File: config.mk
export PLATFORM = sky130hd
export DESIGN_NAME = johnson_seq_decoder
export DESIGN_NICKNAME = d
export VERILOG_FILES = /design/src/rtl/johnson_dec_pkg.sv /design/src/rtl/johnson_dec_sync.sv /design/src/rtl/johnson_seq_decoder.sv
export SDC_FILE = /design/constraint.sdc
export NUM_CORES = 1
export LEC_CHECK = 0
export CAP_MARGIN = 20
export CORE_UTILIZATION = 50
export CTS_CLUSTER_SIZE = 28
export DETAILED_ROUTE_END_ITERATION = 10
export PLACE_DENSITY = 0.75
export SLEW_MARGIN = 20
export SYNTH_ARGS = -nofsm -noshare
export SYNTH_HDL_FRONTEND = slang
export SYNTH_SLANG_ARGS = --single-unit
export TNS_END_PERCENT = 100
File: constraint.sdc
create_clock -name io_in -period 2.9 [get_ports io_in]
set_input_delay 0.435 -clock io_in [delete_from_list [all_inputs] [get_ports io_in]]
set_output_delay 0.435 -clock io_in [all_outputs]
set_load 0.01 [all_outputs]
File: src/rtl/johnson_dec_pkg.sv
// Shared types, phase constants and the pair decode for the Johnson sequence decoder.
package johnson_dec_pkg;

  typedef enum logic {HUNT = 1'b0, LOCKED = 1'b1} state_e;

  typedef enum logic [1:0] {NONE, FWD, REV, ILLEGAL} step_e;

  localparam logic [1:0] PH0 = 2'd0;
  localparam logic [1:0] PH1 = 2'd1;
  localparam logic [1:0] PH2 = 2'd2;
  localparam logic [1:0] PH3 = 2'd3;

  localparam int               ERR_W   = 3;
  localparam logic [ERR_W-1:0] ERR_SAT = 3'd7;

  // (A,B): 00 -> 0, 10 -> 1, 11 -> 2, 01 -> 3
  function automatic logic [1:0] pair_to_phase(input logic a, input logic b);
    case ({a, b})
      2'b00:   return PH0;
      2'b10:   return PH1;
      2'b11:   return PH2;
      default: return PH3;
    endcase
  endfunction

endpackage

File: src/rtl/johnson_dec_sync.sv
// STAGES-deep single-bit synchronizer, async active-low reset to 0.
module johnson_dec_sync #(
  parameter int STAGES = 2
) (
  input  logic clk,
  input  logic rst_n,
  input  logic d,
  output logic q
);

  logic [STAGES-1:0] sync_q, sync_d;

  always_comb sync_d = {sync_q[STAGES-2:0], d};

  always_ff @(posedge clk or negedge rst_n) begin
    if (!rst_n) sync_q <= '0;
    else        sync_q <= sync_d;
  end

  assign q = sync_q[STAGES-1];

endmodule

File: src/rtl/johnson_seq_decoder.sv
// Checks a synchronized two-line Johnson sequence, reporting phase, lock, direction and errors.
// Optional: define JOHNSON_DEC_REVERSE_EN to accept reverse steps; otherwise they are illegal.
module johnson_seq_decoder
  import johnson_dec_pkg::*;
#(
  parameter int SYNC_STAGES = 2,
  parameter int LOCK_COUNT  = 4
) (
  input  logic [7:0] io_in,
  output logic [7:0] io_out
);

  logic clk, rst_n, a_s, b_s, clr_s, unused_in;
  assign clk       = io_in[0];
  assign rst_n     = io_in[1];
  assign unused_in = ^io_in[7:5];

  johnson_dec_sync #(.STAGES(SYNC_STAGES)) u_sync_a   (.clk(clk), .rst_n(rst_n), .d(io_in[2]), .q(a_s));
  johnson_dec_sync #(.STAGES(SYNC_STAGES)) u_sync_b   (.clk(clk), .rst_n(rst_n), .d(io_in[3]), .q(b_s));
  johnson_dec_sync #(.STAGES(SYNC_STAGES)) u_sync_clr (.clk(clk), .rst_n(rst_n), .d(io_in[4]), .q(clr_s));

  state_e           state_q, state_d;
  step_e            step;
  logic [1:0]       pair_q, pair_d, phase_q, phase_d, prev_ph, delta;
  logic [3:0]       cnt_q, cnt_d;
  logic             dir_q, dir_d, step_dir, legal, err_hit;
  logic             err_stk_q, err_stk_d;
  logic [ERR_W-1:0] err_cnt_q, err_cnt_d, err_base;

  // Step classification from the phase distance between this and last cycle's pair
  always_comb begin
    pair_d  = {a_s, b_s};
    phase_d = pair_to_phase(a_s, b_s);
    prev_ph = pair_to_phase(pair_q[1], pair_q[0]);
    delta   = phase_d - prev_ph;
    step    = NONE;
    if (pair_d != pair_q) begin
      case (delta)
        2'd1:    step = FWD;
`ifdef JOHNSON_DEC_REVERSE_EN
        2'd3:    step = REV;
`endif
        default: step = ILLEGAL;
      endcase
    end
    legal    = (step == FWD) || (step == REV);
    step_dir = (step == REV);
  end

  always_ff @(posedge clk or negedge rst_n) begin
    if (!rst_n) state_q <= HUNT;
    else        state_q <= state_d;
  end

  always_comb begin
    state_d = state_q;
    case (state_q)
      HUNT:    if (legal && cnt_d == 4'(LOCK_COUNT)) state_d = LOCKED;
      LOCKED:  if (step == ILLEGAL) state_d = HUNT;
      default: state_d = HUNT;
    endcase
  end

  always_comb begin
    cnt_d   = cnt_q;
    dir_d   = dir_q;
    err_hit = 1'b0;
    if (state_q == HUNT) begin
      if (legal) begin
        if (step_dir == dir_q) cnt_d = cnt_q + 4'd1;
        else begin
          cnt_d = 4'd1;
          dir_d = step_dir;
        end
      end else if (step == ILLEGAL) cnt_d = 4'd0;
    end else begin
      if (legal) dir_d = step_dir;
      else if (step == ILLEGAL) begin
        cnt_d   = 4'd0;
        err_hit = 1'b1;
      end
    end
    // Clear is applied before a same-cycle error is counted
    err_base  = clr_s ? '0 : err_cnt_q;
    err_cnt_d = err_base;
    err_stk_d = clr_s ? 1'b0 : err_stk_q;
    if (err_hit) begin
      err_stk_d = 1'b1;
      if (err_base != ERR_SAT) err_cnt_d = err_base + 1'b1;
    end
  end

  always_ff @(posedge clk or negedge rst_n) begin
    if (!rst_n) begin
      pair_q    <= 2'b00;
      phase_q   <= PH0;
      cnt_q     <= '0;
      dir_q     <= 1'b0;
      err_stk_q <= 1'b0;
      err_cnt_q <= '0;
    end else begin
      pair_q    <= pair_d;
      phase_q   <= phase_d;
      cnt_q     <= cnt_d;
      dir_q     <= dir_d;
      err_stk_q <= err_stk_d;
      err_cnt_q <= err_cnt_d;
    end
  end

`ifdef JOHNSON_DEC_REVERSE_EN
  assign io_out = {dir_q, err_cnt_q, err_stk_q, state_q == LOCKED, phase_q};
`else
  assign io_out = {1'b0, err_cnt_q, err_stk_q, state_q == LOCKED, phase_q};
`endif

endmodule

==> results of run 1 <==
## registers in the layout, indices dropped and copies added (netlist names)
signal,count
u_sync_clr.sync_q,2
u_sync_b.sync_q,2
phase_q,2
dir_q,1
u_sync_a.sync_q,2
err_cnt_q,3
cnt_q,4
state_q,1
err_stk_q,1
pair_q,2
## per-layer routing
layer / up-vias / track usage [%]
met1: 316 / 21.8
met2: 30 / 22.4
met3: 9 / 12.2
li1: 345 / -
met5: - / 0
met4: 0 / 25.0
## Yosys cell counts (2+ instances only)
cell / instances
sky130_fd_sc_hd__ha_1: 7
sky130_fd_sc_hd__nor2b_1: 4
sky130_fd_sc_hd__nor3b_1: 2
sky130_fd_sc_hd__buf_4: 3
sky130_fd_sc_hd__dfrtp_1: 20
sky130_fd_sc_hd__a32o_1: 2
sky130_fd_sc_hd__a21oi_1: 3
sky130_fd_sc_hd__o31ai_1: 2
sky130_fd_sc_hd__a22o_1: 2
sky130_fd_sc_hd__nand3_1: 2
sky130_fd_sc_hd__or2_2: 2
sky130_fd_sc_hd__nor3_1: 2
sky130_fd_sc_hd__nand2_1: 3
sky130_fd_sc_hd__o21ai_0: 3
sky130_fd_sc_hd__inv_1: 8
sky130_fd_sc_hd__nor2_1: 5
sky130_fd_sc_hd__xor2_1: 3
## power by group
part           leakage [uW]  switching, uW  total, uW  internal, uW
logic              0.000262          0.590      0.590             0
clock network     0.0000417            198        386           188
registers          0.000281              0        279           279
total              0.000585            198        665           467
## stage by stage
step	instances	utilization (%)
2_1_floorplan	92	-
3_3_place_gp	122	57.6
3_5_place_dp	122	57.6
4_1_cts	129	61.4
5_1_grt	129	61.4
6_report	129	61.4
## layout make-up
| cell class | instances | area [um^2] | share of cell area [%] |
|---|---|---|---|
| flip-flops and latches | 20 | 500 | 41.2 |
| well taps | 27 | 33.8 | 2.78 |
| clock buffers | 6 | 45.0 | 3.70 |
| inverters | 8 | 30.0 | 2.47 |
| repair buffers | 7 | 70.1 | 5.76 |
| clock inverters | 1 | 30.0 | 2.47 |
| multi-input cells | 60 | 507 | 41.7 |
## worst min-delay path by stage
| stage | to | slack, ps | depth (start not counted) |
|---|---|---|---|
| final | dir_q | -330 | 2 |
| after global routing | err_stk_q | -330 | 2 |
| after CTS | err_stk_q | -310 | 2 |
| after detailed placement | cnt_q[0] | -300 | 0 |
| after global placement | cnt_q[0] | -300 | 0 |
| after floorplan | cnt_q[0] | -300 | 0 |
## cells by family (layout without fill, tap and decap cells)
family | Yosys count | in the layout
other | 1 | 1
XOR/XNOR | 5 | 5
flip-flops | 20 | 20
multiplexers | 1 | 1
adder cells (fa/ha/maj) | 7 | 7
AO/OA/AOI/OAI | 18 | 18
AND/OR/NAND/NOR | 28 | 28
buffers and inverters | 12 | 22
## layout by cell type, fill, tap and decap left out, drive strengths merged, types with 3 or more instances in the layout
cell type       n
o21ai           3
nand2           3
dfrtp          20
clkbuf          6
clkdlybuf4s50   7
nor2b           4
nor2            6
ha              7
xor2            3
a21oi           3
inv             8
==> flow_summary.ini, run 1 <==
[cts]
tritoncts = built
cts_post_setup_buffers_inserted = 0
ctsResizeCount = 0
clk_latency_ps = 290
clkTransAtPathRegs_ps = 110
post_cts_hold_buffer_count = 0

[logic_synthesis]
synth_async_sr_flop_share_pct = 100
synth_xor_area_share_pct = 7.29
ys_ff_latch = 20
synth.area.top_cells = sky130_fd_sc_hd__dfrtp_1, sky130_fd_sc_hd__ha_1, sky130_fd_sc_hd__inv_1, sky130_fd_sc_hd__a2111oi_4, sky130_fd_sc_hd__xor3_4
netlist.area_leader.share_pct = 47.0
synthesis.yosys.warnings = 0
average_size_of_a_mapped_cell_um2 = 11.6
synth_sequential_area_ratio_pct = 47.0
synth.distinct_cells = 36
post_synth_mux_area_share_pct = 1.41
syn-instance-count = 92
syn_nets = 107
synthesis.area_um2 = 1060
leading_register_cell_type_out_of_synthesis = sky130_fd_sc_hd__dfrtp_1
synth_fa_ha_area_share_pct = 8.23
synthDominantAreaCellType = sky130_fd_sc_hd__dfrtp_1
synth_edf_count = 0
synth-simple-area-share_pct = 16.1
synth_area_in_compound_gates_pct = 14.2
synth_top_family_by_area = simple AND/OR/NAND/NOR gates

[worst_hold_path]
min_path_type = clock port to async pin

[placed_design]
gp_congestion = 0.877
preCtsSetupSlack_ps = 568
placement.io_buffers = 7
post_dp_hpwl_um = 1270
postPlaceCellArea_um2 = 1140

[floorplanning]
design.portCount = 16
floorplan.rows = 16
initial_core_util_pct = 53.7
design.core.area_um2 = 1980
die_h_um = 48.1
fp.dieArea_um2 = 2320
chipWidth_um = 48.1

[timing]
final-max-slew-violation-count = 0
final.setup.tns_ps = 0
timing.clock.skew_ps = 9.49
tightest_slew_ps = 565
grt_setup_unrepaired = false
final.min_clock_period_ps = 2370
relSlewSlack_pct = 62.2
clock.fmax_mhz = 421
final-setup-viol-count = 0
period_share_pct = 81.8
final.hold.worst_slack_ps = -327
setup_slack_ps = 527
hold_violations = 23

[drt]
highest-signal-layer = met4
routed_via_count = 700
route.layer.met1.wl_um = 812
routed_wirelength_um = 1770
met3RoutedLength_um = 142
avgRoutedWirePerCell_um = 13.7
drc_viols = 0
drt.antenna.violating_nets = 0
avg_vias_per_cell = 5.43
first_pass_drt_iterations = 4
met2_wirelength_um = 752
drt_first_iter_violations = 15

[setup_path]
worstRegToRegCells = 6
max_stage_delay_ps = 450
r2r-start = u_sync_a.sync_q[1]
critical_path.slowest_cell = sky130_fd_sc_hd__xnor3_2
rrSetupSlack_ps = 530
timing_worst_setup_path_type = flop to flop
timing.critical_path.to_type = flop
worst-path-buf-inv = 1
reg2reg_end = err_cnt_q[1]
cp_num_cells = 6
worstPathMaxFanout = 4
worst_path_dominant_cell_family = adder cells
crit_top_cell = sky130_fd_sc_hd__ha_1
timing.critical_path.cells = inv_1, ha_1, ha_1, xnor3_2, a2111oi_4, mux2_4
crit_path_start_kind = flop
required_ps = 3090
critPathArrivalTime_ps = 2560
setup.worst_path.start = u_sync_a.sync_q[1]
crit_end = err_cnt_q[1]

[outcome]
violations = hold timing
status = finished with violations

[power_and_ir_drop]
power_density_nw_per_um2 = 547
power.leakage_uw = 0.000585
p_total_uw = 665
irDropWorstVdd_mv = 0.379

[global_routing]
first_pass_grt_wire_length_um = 2880
grt_antenna_before_repair = 0
overflow = 0
grt_pass1_vias = 723
grt.total_usage_pct = 19.7
grt_max_degree = 12

[finish]
final_design_area_no_fill_um2 = 1220
finish.net_count = 118
drive_gt1_share_pct = 15.7
antenna_diode_instance_count = 0
syn2layout_area_growth_pct = 14.2
layout.filler_cells = 149

[run]
cap_viol_max_count = 0
No activity file was read; power rests on OpenSTA's default activity.
==> run 2: changes to the inputs <==
==> constraint.sdc (replaced) <==
create_clock -name io_in -period 2.4 [get_ports io_in]
set_input_delay 0.36 -clock io_in [delete_from_list [all_inputs] [get_ports io_in]]
set_output_delay 0.36 -clock io_in [all_outputs]
set_load 0.01 [all_outputs]
==> flow_summary.ini, run 2 (synthesized netlist as in run 1, its figures left out) <==
[placed_design]
gp_congestion = 0.872
placement.io_buffers = 7
preCtsSetupSlack_ps = 71.9
post_dp_hpwl_um = 1310
postPlaceCellArea_um2 = 1160

[finish]
antenna_diode_instance_count = 0
layout.cells.most_common = sky130_fd_sc_hd__dfrtp_1
syn2layout_area_growth_pct = 17.0
largest_register_ffs = 4
drive_gt1_share_pct = 19.0
registers.top_by_ff_count = cnt_q
layout_top_registers = cnt_q (4), err_cnt_q (3)
final_design_area_no_fill_um2 = 1250
finish.net_count = 120
layout.cells.most_common_list = sky130_fd_sc_hd__dfrtp_1, sky130_fd_sc_hd__inv_1, sky130_fd_sc_hd__ha_1, sky130_fd_sc_hd__clkdlybuf4s50_1, sky130_fd_sc_hd__clkbuf_4

[timing]
hold_violations = 23
setup_slack_ps = 102
relSlewSlack_pct = 60.8
final.setup.tns_ps = 0
tightest_slew_ps = 586
timing.clock.skew_ps = 11.8
final.min_clock_period_ps = 2300
clock.fmax_mhz = 435
grt_setup_unrepaired = false
final.hold.worst_slack_ps = -356
period_share_pct = 95.8
final-setup-viol-count = 0
final-max-slew-violation-count = 0

[global_routing]
grt_antenna_before_repair = 0
grt_pass1_vias = 713
first_pass_grt_wire_length_um = 2840
overflow = 0
grt_max_degree = 13
grt.total_usage_pct = 20.0

[power_and_ir_drop]
p_total_uw = 840
power.leakage_uw = 0.000602
irDropWorstVdd_mv = 0.537
power_density_nw_per_um2 = 674

[drt]
drc_viols = 0
drt_first_iter_violations = 12
avg_vias_per_cell = 5.70
first_pass_drt_iterations = 4
routed_via_count = 752
avgRoutedWirePerCell_um = 14.7
routed_wirelength_um = 1940
drt.antenna.violating_nets = 0

[run]
cap_viol_max_count = 0

[floorplanning]
chipWidth_um = 48.1
design.portCount = 16
fp.dieArea_um2 = 2320
die_h_um = 48.1
initial_core_util_pct = 53.7
floorplan.rows = 16
design.core.area_um2 = 1980

[setup_path]
critPathArrivalTime_ps = 2520
max_stage_delay_ps = 490
timing.critical_path.to_type = flop
r2r-start = u_sync_a.sync_q[1]
worstPathMaxFanout = 4
crit_path_start_kind = flop
required_ps = 2620
worst_path_dominant_cell_family = adder cells
timing_worst_setup_path_type = flop to flop
setup.worst_path.start = u_sync_a.sync_q[1]
timing.critical_path.cells = inv_1, ha_1, ha_1, xnor3_2, a2111oi_4, mux2_4
critical_path.slowest_cell = sky130_fd_sc_hd__xnor3_2
crit_top_cell = sky130_fd_sc_hd__ha_1
worst-path-buf-inv = 1

[outcome]
violations = hold timing
status = finished with violations

[cts]
post_cts_hold_buffer_count = 0
clk_latency_ps = 320
tritoncts = built
clkTransAtPathRegs_ps = 120

[worst_hold_path]
min_path_type = clock port to async pin
==> run 2: cell count changes in the layout (fill, tap and decap cells not counted), sizes merged <==
cell,delta
buf,+2
inv,+1
==> run 2: path summary, 6_finish.rpt <==
path                       slack, ps  depth (start not counted)                 end
setup / recovery                 100                          6        err_cnt_q[1]
hold / removal                  -360                          2  u_sync_a.sync_q[1]
setup reg to reg                 100                          6        err_cnt_q[1]
hold reg to reg                  370                          0  u_sync_a.sync_q[1]
max in group asynchronous       2590                          2            cnt_q[0]
min in group io_in              -300                          0  u_sync_a.sync_q[0]
==> run 2: what timing repair did <==
action / 4_1_cts / 5_1_grt
buffers inserted: 0 / 0
setup endpoints to repair: 0 / 2
resized for setup: 0 / 2
endpoints found under the hold margin: 0 / 0
==> run 2: power breakdown <==
part | switching [uW] | internal, uW
registers | 0 | 337
clock network | 265 | 237
logic | 0.720 | 0
total | 266 | 574
==> run 2: area by class of cell <==
| class | instances | area [um^2] |
|---|---|---|
| Tap cell | 27 | 33.8 |
| Fill cell | 146 | 736 |
| Sequential cell | 20 | 500 |
| Clock inverter | 2 | 38.8 |
| Clock buffer | 6 | 45.0 |
| Multi-Input combinational cell | 60 | 513 |
| Inverter | 8 | 30.0 |
| Timing Repair Buffer | 9 | 85.1 |
==> run 2: through the flow <==
| step | instances | hold slack, ps | utilization (%) |
|---|---|---|---|
| after floorplan | 92 | -296 | - |
| after global placement | 124 | -296 | 58.3 |
| after detailed placement | 124 | -296 | 58.3 |
| after CTS | 132 | -342 | 62.6 |
| after global routing | 132 | -342 | 62.9 |
| final | 132 | -356 | 62.9 |
==> run 2: layer usage <==
layer	GRT usage [%]	up-vias	part of all wire [%]
met2	25.6	22	48
met5	0	-	0
met3	11.5	6	4.6
li1	-	352	-
met1	20.8	372	44
met4	23.3	0	3.7
